**src/rtl/spu_hazard_ctrl.sv**
```systemverilog
// Dual-issue operand hazard controller for the SPU-Lite even/odd pipes.
// Tracks in-flight destinations per pipe and holds issue until producers become forwardable.
module spu_hazard_ctrl #(
  parameter int ADDR_WD = 7,
  parameter int DEPTH   = 7,
  parameter int CNT_WD  = 32
) (
  input  logic               clk,
  input  logic               rst,
  input  logic               flush,

  input  logic               ev_valid,
  input  logic [ADDR_WD-1:0] ev_ra,
  input  logic [ADDR_WD-1:0] ev_rb,
  input  logic [ADDR_WD-1:0] ev_rc,
  input  logic               ev_ra_use,
  input  logic               ev_rb_use,
  input  logic               ev_rc_use,
  input  logic [ADDR_WD-1:0] ev_rt,
  input  logic [2:0]         ev_unit,
  output logic               ev_ready,

  input  logic               od_valid,
  input  logic [ADDR_WD-1:0] od_ra,
  input  logic [ADDR_WD-1:0] od_rb,
  input  logic [ADDR_WD-1:0] od_rc,
  input  logic               od_ra_use,
  input  logic               od_rb_use,
  input  logic               od_rc_use,
  input  logic [ADDR_WD-1:0] od_rt,
  input  logic [2:0]         od_unit,
  output logic               od_ready,

  output logic [ADDR_WD-1:0] rf_addr_s2_ep,
  output logic [ADDR_WD-1:0] rf_addr_s3_ep,
  output logic [ADDR_WD-1:0] rf_addr_s4_ep,
  output logic [ADDR_WD-1:0] rf_addr_s5_ep,
  output logic [ADDR_WD-1:0] rf_addr_s6_ep,
  output logic [ADDR_WD-1:0] rf_addr_s7_ep,
  output logic [ADDR_WD-1:0] rf_addr_s2_op,
  output logic [ADDR_WD-1:0] rf_addr_s3_op,
  output logic [ADDR_WD-1:0] rf_addr_s4_op,
  output logic [ADDR_WD-1:0] rf_addr_s5_op,
  output logic [ADDR_WD-1:0] rf_addr_s6_op,
  output logic [ADDR_WD-1:0] rf_addr_s7_op,
  output logic [2:0]         rf_idx_s2_ep,
  output logic [2:0]         rf_idx_s3_ep,
  output logic [2:0]         rf_idx_s4_ep,
  output logic [2:0]         rf_idx_s5_ep,
  output logic [2:0]         rf_idx_s6_ep,
  output logic [2:0]         rf_idx_s7_ep,
  output logic [2:0]         rf_idx_s2_op,
  output logic [2:0]         rf_idx_s3_op,
  output logic [2:0]         rf_idx_s4_op,
  output logic [2:0]         rf_idx_s5_op,
  output logic [2:0]         rf_idx_s6_op,
  output logic [2:0]         rf_idx_s7_op,

  output logic [CNT_WD-1:0]  stall_cnt
);

  // Stage at which each unit's result first becomes forwardable; unknown units wait to s7.
  function automatic logic [2:0] ep_ready_stage(input logic [2:0] u);
    logic [2:0] r;
    case (u)
      3'd1:    r = 3'd2;
      3'd2:    r = 3'd3;
      3'd4:    r = 3'd3;
      3'd3:    r = 3'd6;
      default: r = 3'd7;
    endcase
    return r;
  endfunction

  function automatic logic [2:0] op_ready_stage(input logic [2:0] u);
    logic [2:0] r;
    case (u)
      3'd5:    r = 3'd4;
      3'd6:    r = 3'd6;
      default: r = 3'd7;
    endcase
    return r;
  endfunction

  function automatic logic src_hit(
    input logic [ADDR_WD-1:0] a,
    input logic [ADDR_WD-1:0] ra, input logic ra_use,
    input logic [ADDR_WD-1:0] rb, input logic rb_use,
    input logic [ADDR_WD-1:0] rc, input logic rc_use
  );
    return (ra_use && ra == a) || (rb_use && rb == a) || (rc_use && rc == a);
  endfunction

  logic [ADDR_WD-1:0] ep_addr_reg [1:DEPTH];
  logic [2:0]         ep_idx_reg  [1:DEPTH];
  logic [ADDR_WD-1:0] op_addr_reg [1:DEPTH];
  logic [2:0]         op_idx_reg  [1:DEPTH];
  logic [CNT_WD-1:0]  stall_cnt_reg;

  logic [DEPTH:1] ep_pend;
  logic [DEPTH:1] op_pend;
  logic           ev_haz;
  logic           od_haz;
  logic           pair_block;
  logic           ev_rdy;
  logic           od_rdy;
  logic           ev_issue;
  logic           od_issue;
  logic           stall_now;

  genvar gi;
  generate
    for (gi = 1; gi <= DEPTH; gi++) begin : g_pend
      assign ep_pend[gi] = (ep_idx_reg[gi] != 3'd0) &&
                           (4'(gi) < {1'b0, ep_ready_stage(ep_idx_reg[gi])});
      assign op_pend[gi] = (op_idx_reg[gi] != 3'd0) &&
                           (4'(gi) < {1'b0, op_ready_stage(op_idx_reg[gi])});
    end
  endgenerate

  always_comb begin
    ev_haz = 1'b0;
    od_haz = 1'b0;
    for (int k = 1; k <= DEPTH; k++) begin
      if (ep_pend[k]) begin
        ev_haz |= src_hit(ep_addr_reg[k], ev_ra, ev_ra_use, ev_rb, ev_rb_use, ev_rc, ev_rc_use);
        od_haz |= src_hit(ep_addr_reg[k], od_ra, od_ra_use, od_rb, od_rb_use, od_rc, od_rc_use);
      end
      if (op_pend[k]) begin
        ev_haz |= src_hit(op_addr_reg[k], ev_ra, ev_ra_use, ev_rb, ev_rb_use, ev_rc, ev_rc_use);
        od_haz |= src_hit(op_addr_reg[k], od_ra, od_ra_use, od_rb, od_rb_use, od_rc, od_rc_use);
      end
    end
  end

  // The even slot is older: the odd slot may not read or overwrite its destination this cycle.
  assign pair_block = ev_valid && (ev_unit != 3'd0) &&
                      (src_hit(ev_rt, od_ra, od_ra_use, od_rb, od_rb_use, od_rc, od_rc_use) ||
                       ((od_unit != 3'd0) && (od_rt == ev_rt)));

  assign ev_rdy = !flush && !rst && !ev_haz;
  assign od_rdy = !flush && !rst && !od_haz && !pair_block && !(ev_valid && !ev_rdy);

  assign ev_ready  = ev_rdy;
  assign od_ready  = od_rdy;
  assign ev_issue  = ev_valid && ev_rdy;
  assign od_issue  = od_valid && od_rdy;
  assign stall_now = (ev_valid && !ev_rdy) || (od_valid && !od_rdy);

  always_ff @(posedge clk) begin
    if (rst || flush) begin
      for (int k = 1; k <= DEPTH; k++) begin
        ep_addr_reg[k] <= '0;
        ep_idx_reg[k]  <= 3'd0;
        op_addr_reg[k] <= '0;
        op_idx_reg[k]  <= 3'd0;
      end
    end else begin
      ep_addr_reg[1] <= ev_issue ? ev_rt   : '0;
      ep_idx_reg[1]  <= ev_issue ? ev_unit : 3'd0;
      op_addr_reg[1] <= od_issue ? od_rt   : '0;
      op_idx_reg[1]  <= od_issue ? od_unit : 3'd0;
      for (int k = 2; k <= DEPTH; k++) begin
        ep_addr_reg[k] <= ep_addr_reg[k-1];
        ep_idx_reg[k]  <= ep_idx_reg[k-1];
        op_addr_reg[k] <= op_addr_reg[k-1];
        op_idx_reg[k]  <= op_idx_reg[k-1];
      end
    end
  end

  always_ff @(posedge clk) begin
    if (rst) begin
      stall_cnt_reg <= '0;
    end else if (stall_now && (stall_cnt_reg != {CNT_WD{1'b1}})) begin
      stall_cnt_reg <= stall_cnt_reg + 1'b1;
    end
  end

  assign stall_cnt = stall_cnt_reg;

  assign rf_addr_s2_ep = ep_addr_reg[2];
  assign rf_addr_s3_ep = ep_addr_reg[3];
  assign rf_addr_s4_ep = ep_addr_reg[4];
  assign rf_addr_s5_ep = ep_addr_reg[5];
  assign rf_addr_s6_ep = ep_addr_reg[6];
  assign rf_addr_s7_ep = ep_addr_reg[7];
  assign rf_addr_s2_op = op_addr_reg[2];
  assign rf_addr_s3_op = op_addr_reg[3];
  assign rf_addr_s4_op = op_addr_reg[4];
  assign rf_addr_s5_op = op_addr_reg[5];
  assign rf_addr_s6_op = op_addr_reg[6];
  assign rf_addr_s7_op = op_addr_reg[7];
  assign rf_idx_s2_ep  = ep_idx_reg[2];
  assign rf_idx_s3_ep  = ep_idx_reg[3];
  assign rf_idx_s4_ep  = ep_idx_reg[4];
  assign rf_idx_s5_ep  = ep_idx_reg[5];
  assign rf_idx_s6_ep  = ep_idx_reg[6];
  assign rf_idx_s7_ep  = ep_idx_reg[7];
  assign rf_idx_s2_op  = op_idx_reg[2];
  assign rf_idx_s3_op  = op_idx_reg[3];
  assign rf_idx_s4_op  = op_idx_reg[4];
  assign rf_idx_s5_op  = op_idx_reg[5];
  assign rf_idx_s6_op  = op_idx_reg[6];
  assign rf_idx_s7_op  = op_idx_reg[7];

endmodule

```
**config.mk**
```make
export PLATFORM = sky130hd
export DESIGN_NAME = spu_hazard_ctrl
export DESIGN_NICKNAME = d
export VERILOG_FILES = /design/src/rtl/spu_hazard_ctrl.sv
export SDC_FILE = /design/constraint.sdc
export NUM_CORES = 1
export LEC_CHECK = 0
export BUFFER_PORTS_ARGS = -buffer_cell sky130_fd_sc_hd__buf_2
export CAP_MARGIN = 5
export CORE_ASPECT_RATIO = 0.8
export CORE_MARGIN = 3
export CORE_UTILIZATION = 45
export CTS_CLUSTER_SIZE = 10
export DETAILED_ROUTE_END_ITERATION = 10
export PLACE_DENSITY = 0.66
export RECOVER_POWER = 100
export SETUP_SLACK_MARGIN = 0.2
export SLEW_MARGIN = 10
export SYNTH_ARGS = -nofsm -noshare
export SYNTH_HDL_FRONTEND = slang
export SYNTH_SLANG_ARGS = --single-unit
export TNS_END_PERCENT = 10
```
**constraint.sdc**
```tcl
create_clock -name clk -period 7.41 [get_ports clk]
set_clock_uncertainty 0.15 [all_clocks]
set_input_delay 1.482 -clock clk [delete_from_list [all_inputs] [get_ports clk]]
set_output_delay 1.482 -clock clk [all_outputs]
set_load 0.005 [all_outputs]
```
==> results by stage, run 1 <==
Layout:
- From synthesis to final layout, the design area changed by 3.80%.
- The diode insertion count for antenna repair is 0.
- Summing all flip-flop and latch instances after layout gives roughly 3400 um2.
- The number of nets in the final layout is between 1500 and 2000.
- The layout filler cell count is ~2800.
- The number of cells in the finished layout apart from fillers is approximately 1900.
- The share of layout cells above drive strength 1 is around an eighth.
- The area taken by multi-input logic gates is between 8000 and 9000 um2.

Clock tree:
- The clock tree synthesis step divided the H-tree into 4 levels.
- CTS saw roughly 170 sinks.
- The TritonCTS clock tree is yes.
- The clock-pin slew on the worst setup and hold paths is roughly 0.070 ns.
- The post-CTS repair timing setup buffer count is 0.
- The count of hold-fix buffers inserted at cts is 0.
- The clock network latency to the later pin of the worst-skew pair is 0.46 ns.
- The post-CTS resize count is 0.
- The number of buffers inserted during clock tree synthesis is 17.
- CTS placed an instance of clkbuf_16 at the clock tree root.
- The maximum clock path buffer count is 2.

Run:
- Max-cap violations in this run came to 3.

Power and ir drop:
- The power spent charging and discharging nets is about 0.00066 W.
- The worst-case IR drop observed on VDD is roughly 0.17 mV.
- Cell internal power was estimated by the tool at about 0.0016 W.
- The leakage power total is between 4 and 5 nW.
- The share of power burned in registers is between 40% and 50%.
- The power share of the combinational group is between 10% and 20%.
- The share of total power dissipated in the clock network is ~43%.
- For this design the ratio of total power to cell area is ~160 nW/um2.
- The switching fraction of total power is approximately 29%.

STA:
- The total negative slack for setup checks is 0 ns.
- The final-report hold violation count is 0.
- The number of pins exceeding their max-slew limit in the final report came to 177.
- Subtracting the final worst setup slack from the clock period gives approximately 6.1 ns.
- The slew at the pin with the worst max-slew slack is approximately 2.9 ns.
- Setup violations remaining at the end of the flow were counted as 0.
- Setup repair after global routing left no endpoint under its margin.
- Static timing analysis puts the maximum clock frequency at approximately 160 MHz.
- The worst relative slew slack is -92.5%.
- Dividing the final minimum period by the clock period gives 82.9%.

Critical path:
- The critical setup path kind is in2out.
- The maximum fanout along the worst path is 45.
- Data on the critical path is required at its endpoint by between 5 and 6 ns.
- The endpoint arrival time on the critical path is 4.51 ns.
- The number of buffer and inverter instances along the worst setup path is 2.
- STA classifies the critical path endpoint as an output port.
- STA classifies the critical path startpoint as a primary input.
- The slowest stage of the critical path belongs to the cell nor2_4.
- The most critical setup path has its startpoint at rst.
- For this run, the slowest stage of the critical path takes approximately 1 ns.
- The critical path goes through clkbuf_1, nor2_4, nand2_1, nor4_4, nand2b_1, and2_0, buf_2.
- The startpoint of the worst register-to-register path is ep_addr_reg[3][3].
- Among cell families on the critical path, the largest total delay comes from simple AND/OR/NAND/NOR gates.

Synth:
- During synthesis, Yosys emitted a total of 0 warnings.
- When the netlist entered floorplanning its net count stood at 1591.
- In this run the cell area of the synthesized design comes to approximately 13000 um2.
- The cell count after synthesis is roughly 1500.
- The sequential share of the synthesized area is 26.0%.
- The average instance in the mapped netlist occupies approximately 8.7 um2.
- The number of flip-flops and latches in the synthesized netlist is approximately 170.
- The synthesized netlist contains 46 unique library cells.

Global route:
- The number of antenna violations at the first check in global routing is 2.
- The number of global-route vias before repair is 10900.
- The pin count of the biggest net entering global routing is 80.
- Global routing finished with a remaining overflow of 0.
- The first-pass GRT wire length is a little over 70000 um.
- The aggregate global-route resource usage is a little under 30%.

Floorplan:
- In this run the horizontal extent of the chip is 198 um.
- The floorplan step defined a die boundary enclosing approximately 32000 um2.
- The number of standard-cell rows in the floorplan is 55.
- The vertical extent of the die is between 150 and 200 um.
- The total I/O pin count is ~230.
- The core region is roughly 29000 um2.
- Once the floorplan was initialized, standard cells occupied 46.2% of the core.

Status:
- The final reports fail on max-capacitance violations, max-slew violations.
- The flow ran to the end, but the final reports show violations.

Drt:
- The wire length after detailed routing is 47700 um.
- The first detailed-routing pass took 5 iterations.
- Summing over every cut layer, the via total after detailed routing is around 11000.
- The ratio of routed vias to standard cells is between 5 and 6.
- For this run, design rule violations remaining after detail routing come to 0.
- The count of nets left with antenna violations after detail routing is 0.
- The first routing iteration left between 1000 and 1500 violations.
- In the final routed layout, each cell accounts on average for roughly 25 um.

Placed design:
- Summed over all nets, the half-perimeter wirelength after detailed placement is 31900 um.
- Once placement completed, the tool counted placed cells totaling 1885.
- The routability congestion estimate is 0.950.
- The port buffer count is about 230.

Worst hold path:
- The start point of the worst hold path is op_idx_reg[0][5].
- The path category of the worst min-delay check is reg2reg.
[cells by family (layout without fill, tap and decap cells)]
group                    after synthesis  in the layout  synth area share (%)
flip-flops                           172            172                  26.0
multiplexers                           4              4                 0.340
AO/OA/AOI/OAI                         87             87                  4.57
XOR/XNOR                             534            534                  35.3
AND/OR/NAND/NOR                      484            484                  21.5
buffers and inverters                233            262                  12.0
adder cells (fa/ha/maj)                3              3                 0.246
[power groups by stage]
stage / clock, W / sequential (W) / combinational, W
2_1_floorplan: 0 / 0.000951 / 0.000278
3_5_place_dp: 0 / 0.000959 / 0.000329
6_report: 0.000952 / 0.000938 / 0.000338
3_3_place_gp: 0 / 0.000959 / 0.000323
4_1_cts: 0.000958 / 0.000937 / 0.000330
5_1_grt: 0.000998 / 0.000938 / 0.000355
[final timing paths]
path	to	slack, ns	depth (start not counted)
max reg2reg	stall_cnt[10]	2.41	9
min reg2reg	op_idx_reg[0][8]	0.30	1
max	od_ready	1.26	7
min	op_idx_reg[0][8]	0.30	1
[cell usage after synthesis, drive strengths merged]
| master | number | share of area [%] |
|---|---|---|
| o21ai | 4 | 0.15 |
| o22ai | 1 | 0.047 |
| o21a | 2 | 0.11 |
| or3 | 8 | 0.38 |
| and4 | 7 | 0.46 |
| nand2 | 14 | 0.40 |
| and2 | 135 | 6.4 |
| buf | 191 | 11 |
| clkbuf | 38 | 1.2 |
| nor4 | 7 | 0.54 |
| dfxtp | 172 | 26 |
| or4 | 22 | 1.2 |
| o41ai | 1 | 0.066 |
| and3 | 16 | 0.76 |
| o32ai | 3 | 0.31 |
| or4b | 1 | 0.076 |
| xnor2 | 531 | 35 |
| o31a | 1 | 0.066 |
| o211ai | 1 | 0.057 |
| maj3 | 2 | 0.15 |
| nor3 | 6 | 0.23 |
| ha | 1 | 0.095 |
| nor4b | 1 | 0.11 |
| o31ai | 41 | 2.3 |
| nor2b | 5 | 0.24 |
| xor2 | 3 | 0.20 |
| nand2b | 2 | 0.095 |
| o2111ai | 2 | 0.13 |
| nand4 | 161 | 7.6 |
| mux2 | 4 | 0.34 |
| inv | 4 | 0.11 |
| o21ba | 1 | 0.076 |
| o22a | 1 | 0.13 |
| nand3 | 14 | 0.53 |
| nor2 | 85 | 2.4 |
| a21oi | 29 | 1.1 |
[metrics by stage]
step                      hold WS [ns]  setup slack, ns  total power [W]  instance area (um2)  utilization (%)
after CTS                        0.305             1.58          0.00223                13900             48.4
after detailed placement         0.290             1.60          0.00129                13300             46.4
after floorplan                  0.271             2.85          0.00123                13200                -
after global routing             0.325            0.965          0.00229                13700             48.0
final                            0.297             1.26          0.00223                13700             48.0
after global placement           0.280             1.63          0.00128                13300             46.4
[cell type report]
class | count | area share (%)
clock inverters | 13 | 1.11
flip-flops and latches | 172 | 25.1
repair buffers | 227 | 7.50
well taps | 370 | 3.37
inverters | 4 | 0.109
clock buffers | 18 | 3.20
multi-input cells | 1112 | 59.7
[layer usage]
metal / up-vias / track usage, % / part of all wire (%)
met2: 757 / 44.5 / 44
met4: 4 / 11.2 / 3.3
met1: 5507 / 39.9 / 41
met5: - / 0 / 0.050
met3: 141 / 8.40 / 12
li1: 4992 / - / -
[placed cells by master (no fill, tap or decap), drive strengths merged, types with 2 or more instances in the layout]
cell	Yosys	layout
bufinv	0	2
nor4	7	7
buf	191	147
xor2	3	3
xnor2	531	531
nor2b	5	5
dfxtp	172	172
or3	8	8
o21a	2	2
nand2b	2	2
o21ai	4	4
o32ai	3	3
clkbuf	38	98
inv	4	11
o2111ai	2	2
nand4	161	161
and4	7	7
and2	135	135
nor2	85	85
or4	22	22
mux2	4	4
o31ai	41	41
nand2	14	14
nor3	6	6
clkinv	0	3
a21oi	29	29
maj3	2	2
and3	16	16
nand3	14	14
[worst register-to-register path, stage by stage (launching register included)]
cell and delay [ns]:
dfxtp_1 0.73, xnor2_1 0.18, nand4_1 0.13, nor2_1 0.05, o31ai_1 0.63, nand4_1 0.26
nor4_4 0.70, o22a_1 1.45, nor4_1 0.23, mux2_1 0.38
Power figures use the tool's default switching activity.
==> inputs of run 2 (changes only) <==
clock period = 6.4 ns   (was 7.41 ns; I/O delays follow)
==> run 2 against run 1 <==
Compared with the run above: the flow still finishes with violations (max-capacitance violations, max-slew violations); wire length increased by 2.0%; worst setup slack got worse by 0.41 ns; highest routed layer is now met4; first-iteration DRC count decreased by 9.6%.
==> results by stage, run 2 (synthesis results as in run 1) <==
Global route:
- The first-pass GRT wire length is 71800 um.
- The number of antenna violations at the first check in global routing came to 1.
- The aggregate global-route resource usage is about 30%.
- For this run the aggregate overflow at the end of global routing stands at 0.
- The number of global-route vias before repair is between 10000 and 15000.
- The pin count of the biggest net entering global routing is 65.

Power and ir drop:
- In this run switching power makes up between 30% and 40% of total power.
- Registers are responsible for 43.1% of the overall power.
- Across the VDD grid, the largest voltage drop is 0.192 mV.
- In this run the static leakage power is ~4.3 nW.
- In this run the power density over the cells is about 180 nW/um2.
- Per report_power, the combinational group accounts for 14.9% of the total.
- The internal power of the cells totals between 0.0015 and 0.002 W.
- Summed over all nets, the switching power comes to 0.000775 W.
- The proportion of power drawn by the clock network is 42.0%.

Worst hold path:
- The min-delay analysis places its worst path in the category reg2reg.
- Counting instances, the worst hold path has a depth of 1.

Floorplan:
- The area of the core region is roughly 29000 um2.
- The die is between 150 and 200 um tall.
- The floorplan die area is ~32000 um2.
- The effective utilization at floorplan is 46.2%.
- In this run the count of I/O pins placed on the die edge is ~230.
- The number of standard-cell rows in the floorplan is 55.
- The horizontal die dimension is 198 um.

Placed design:
- At the placement stage, the worst setup path has a slack of about 1.2 ns.
- The routability congestion estimate is about 1.
- The port buffer count is 226.
- Once detailed placement completed, the half-perimeter wirelength came to ~34000 um.

Clock tree:
- The TritonCTS clock tree is yes.
- The number of clock sinks seen by CTS is 172.
- The root buffer cell is clkbuf_16.
- The number of gates resized after CTS was 0.
- For this design, the CTS-stage hold fixing added 0 buffers.
- The H-tree was split into 4 levels.
- The number of setup buffers added after CTS is 0.
- The number of buffers inserted during clock tree synthesis is 17.
- After clock tree synthesis, the clock-pin slew on the worst setup and hold paths is roughly 0.08 ns.
- The maximum clock path buffer count is 2.
- The clock network latency to the later pin of the worst-skew pair is 0.46 ns.

Critical path:
- On the critical path the largest part of the delay comes from simple AND/OR/NAND/NOR gates.
- The critical path contains buffers and inverters numbering 3 combined.
- The cell with the largest stage delay on the worst path is nor2_1.
- For the worst setup path, the data arrival time is 4.12 ns.
- The worst setup path is launched from a primary input.
- The worst setup path is of the in2out kind.
- The depth of the worst register-to-register path is 9.
- The maximum fanout along the worst path is 64.
- The path length in cells of the critical path is 7.
- STA classifies the critical path endpoint as an output port.
- Traced cell by cell, the critical path runs through clkbuf_1, nor2_1, buf_4, o2111ai_1, nor4_2, and2_0, buf_2.
- The largest single stage delay on the critical path is 0.65 ns.
- For the worst setup path, the data required time is between 4 and 5 ns.

Drt:
- The detailed-routing iteration count for the pre-antenna-repair pass is 7.
- The ratio of routed vias to standard cells is between 5 and 6.
- The detailed-route wire length per cell is 25.3 um.
- The initial DRC count is ~1100.
- The number of vias after detailed routing is between 10000 and 15000.
- The wire length after detailed routing is ~50000 um.
- For this run, design rule violations remaining after detail routing come to 0.
- The count of nets left with antenna violations after detail routing is 0.

Status:
- The run finished, with violations left.
- The checks that failed: max-capacitance violations, max-slew violations.

Run:
- The reported max-cap violation count is 2.

STA:
- The final worst-path cycle share is 86.7%.
- The minimum setup slack in the final design is ~0.85 ns.
- Derived from the worst setup path, the maximum achievable clock frequency is around 180 MHz.
- The hold slack is slightly above 0.3 ns.
- The smallest clock period supported by the final layout is computed as 5.55 ns.
- Setup repair after global routing left no endpoint under its margin.
- The total negative slack for setup checks is 0 ns.
- At the pin with the least slew margin, the transition time is between 2 and 2.5 ns.
- The final count of negative-setup-slack endpoints is 0.
- The worst relative slew slack is -39.9%.
- The final-report hold violation count is 0.
- The number of pins exceeding their max-slew limit in the final report is 97.

Layout:
- In the layout the commonest cells are 531 x xnor2_1, 172 x dfxtp_1, 161 x nand4_1.
- The final layout contains 1613 nets.
- The filler cells instantiated in the layout total between 2000 and 3000.
- Compared with the post-synthesis result, the final layout area differs by 4.19%.
- The share of layout cells above drive strength 1 is about an eighth.
- Leaving out fill and tap cells, the most frequent cell in the layout is xnor2_1.
## run 2: final timing paths
kind	startpoint	slack, ns	to
setup / recovery	rst	0.85	od_ready
hold / removal	op_idx_reg[0][5]	0.30	op_idx_reg[0][8]
setup reg to reg	ep_addr_reg[1][1]	2.49	stall_cnt[30]
hold reg to reg	op_idx_reg[0][5]	0.30	op_idx_reg[0][8]
## run 2: power groups by stage
stage | registers [W] | logic (W) | clock network (W)
after floorplan | 0.00110 | 0.000322 | 0
after global placement | 0.00111 | 0.000363 | 0
after detailed placement | 0.00111 | 0.000370 | 0
after CTS | 0.00109 | 0.000372 | 0.00108
after global routing | 0.00109 | 0.000400 | 0.00112
final | 0.00109 | 0.000377 | 0.00106
## run 2: stage by stage
step	instances	power, W	instance area, um2	utilization, %
4_1_cts	1922	0.00254	13900	48.5
3_3_place_gp	1890	0.00148	13300	46.5
5_1_grt	1923	0.00261	13800	48.2
6_report	1923	0.00252	13800	48.2
2_1_floorplan	1517	0.00142	13200	-
3_5_place_dp	1890	0.00148	13300	46.5
## run 2: layout make-up
class                           count  area (um2)  area share [%]
Timing Repair Buffer              232        1090            7.90
Multi-Input combinational cell   1112        8200            59.4
Clock inverter                     15         156            1.13
Sequential cell                   172        3440            25.0
Clock buffer                       17         425            3.08
Antenna cell                        1        2.50          0.0181
Tap cell                          370         463            3.36
Inverter                            4        15.0           0.109
## run 2: layer usage
layer  track usage (%)  share of wire, %  vias to the layer above
met1              42.8                44                     5524
met4              10.7               3.4                        0
met2              44.3                42                      665
met5                 0                 0                        -
li1                  -                 -                     4999
met3              7.04                11                      145
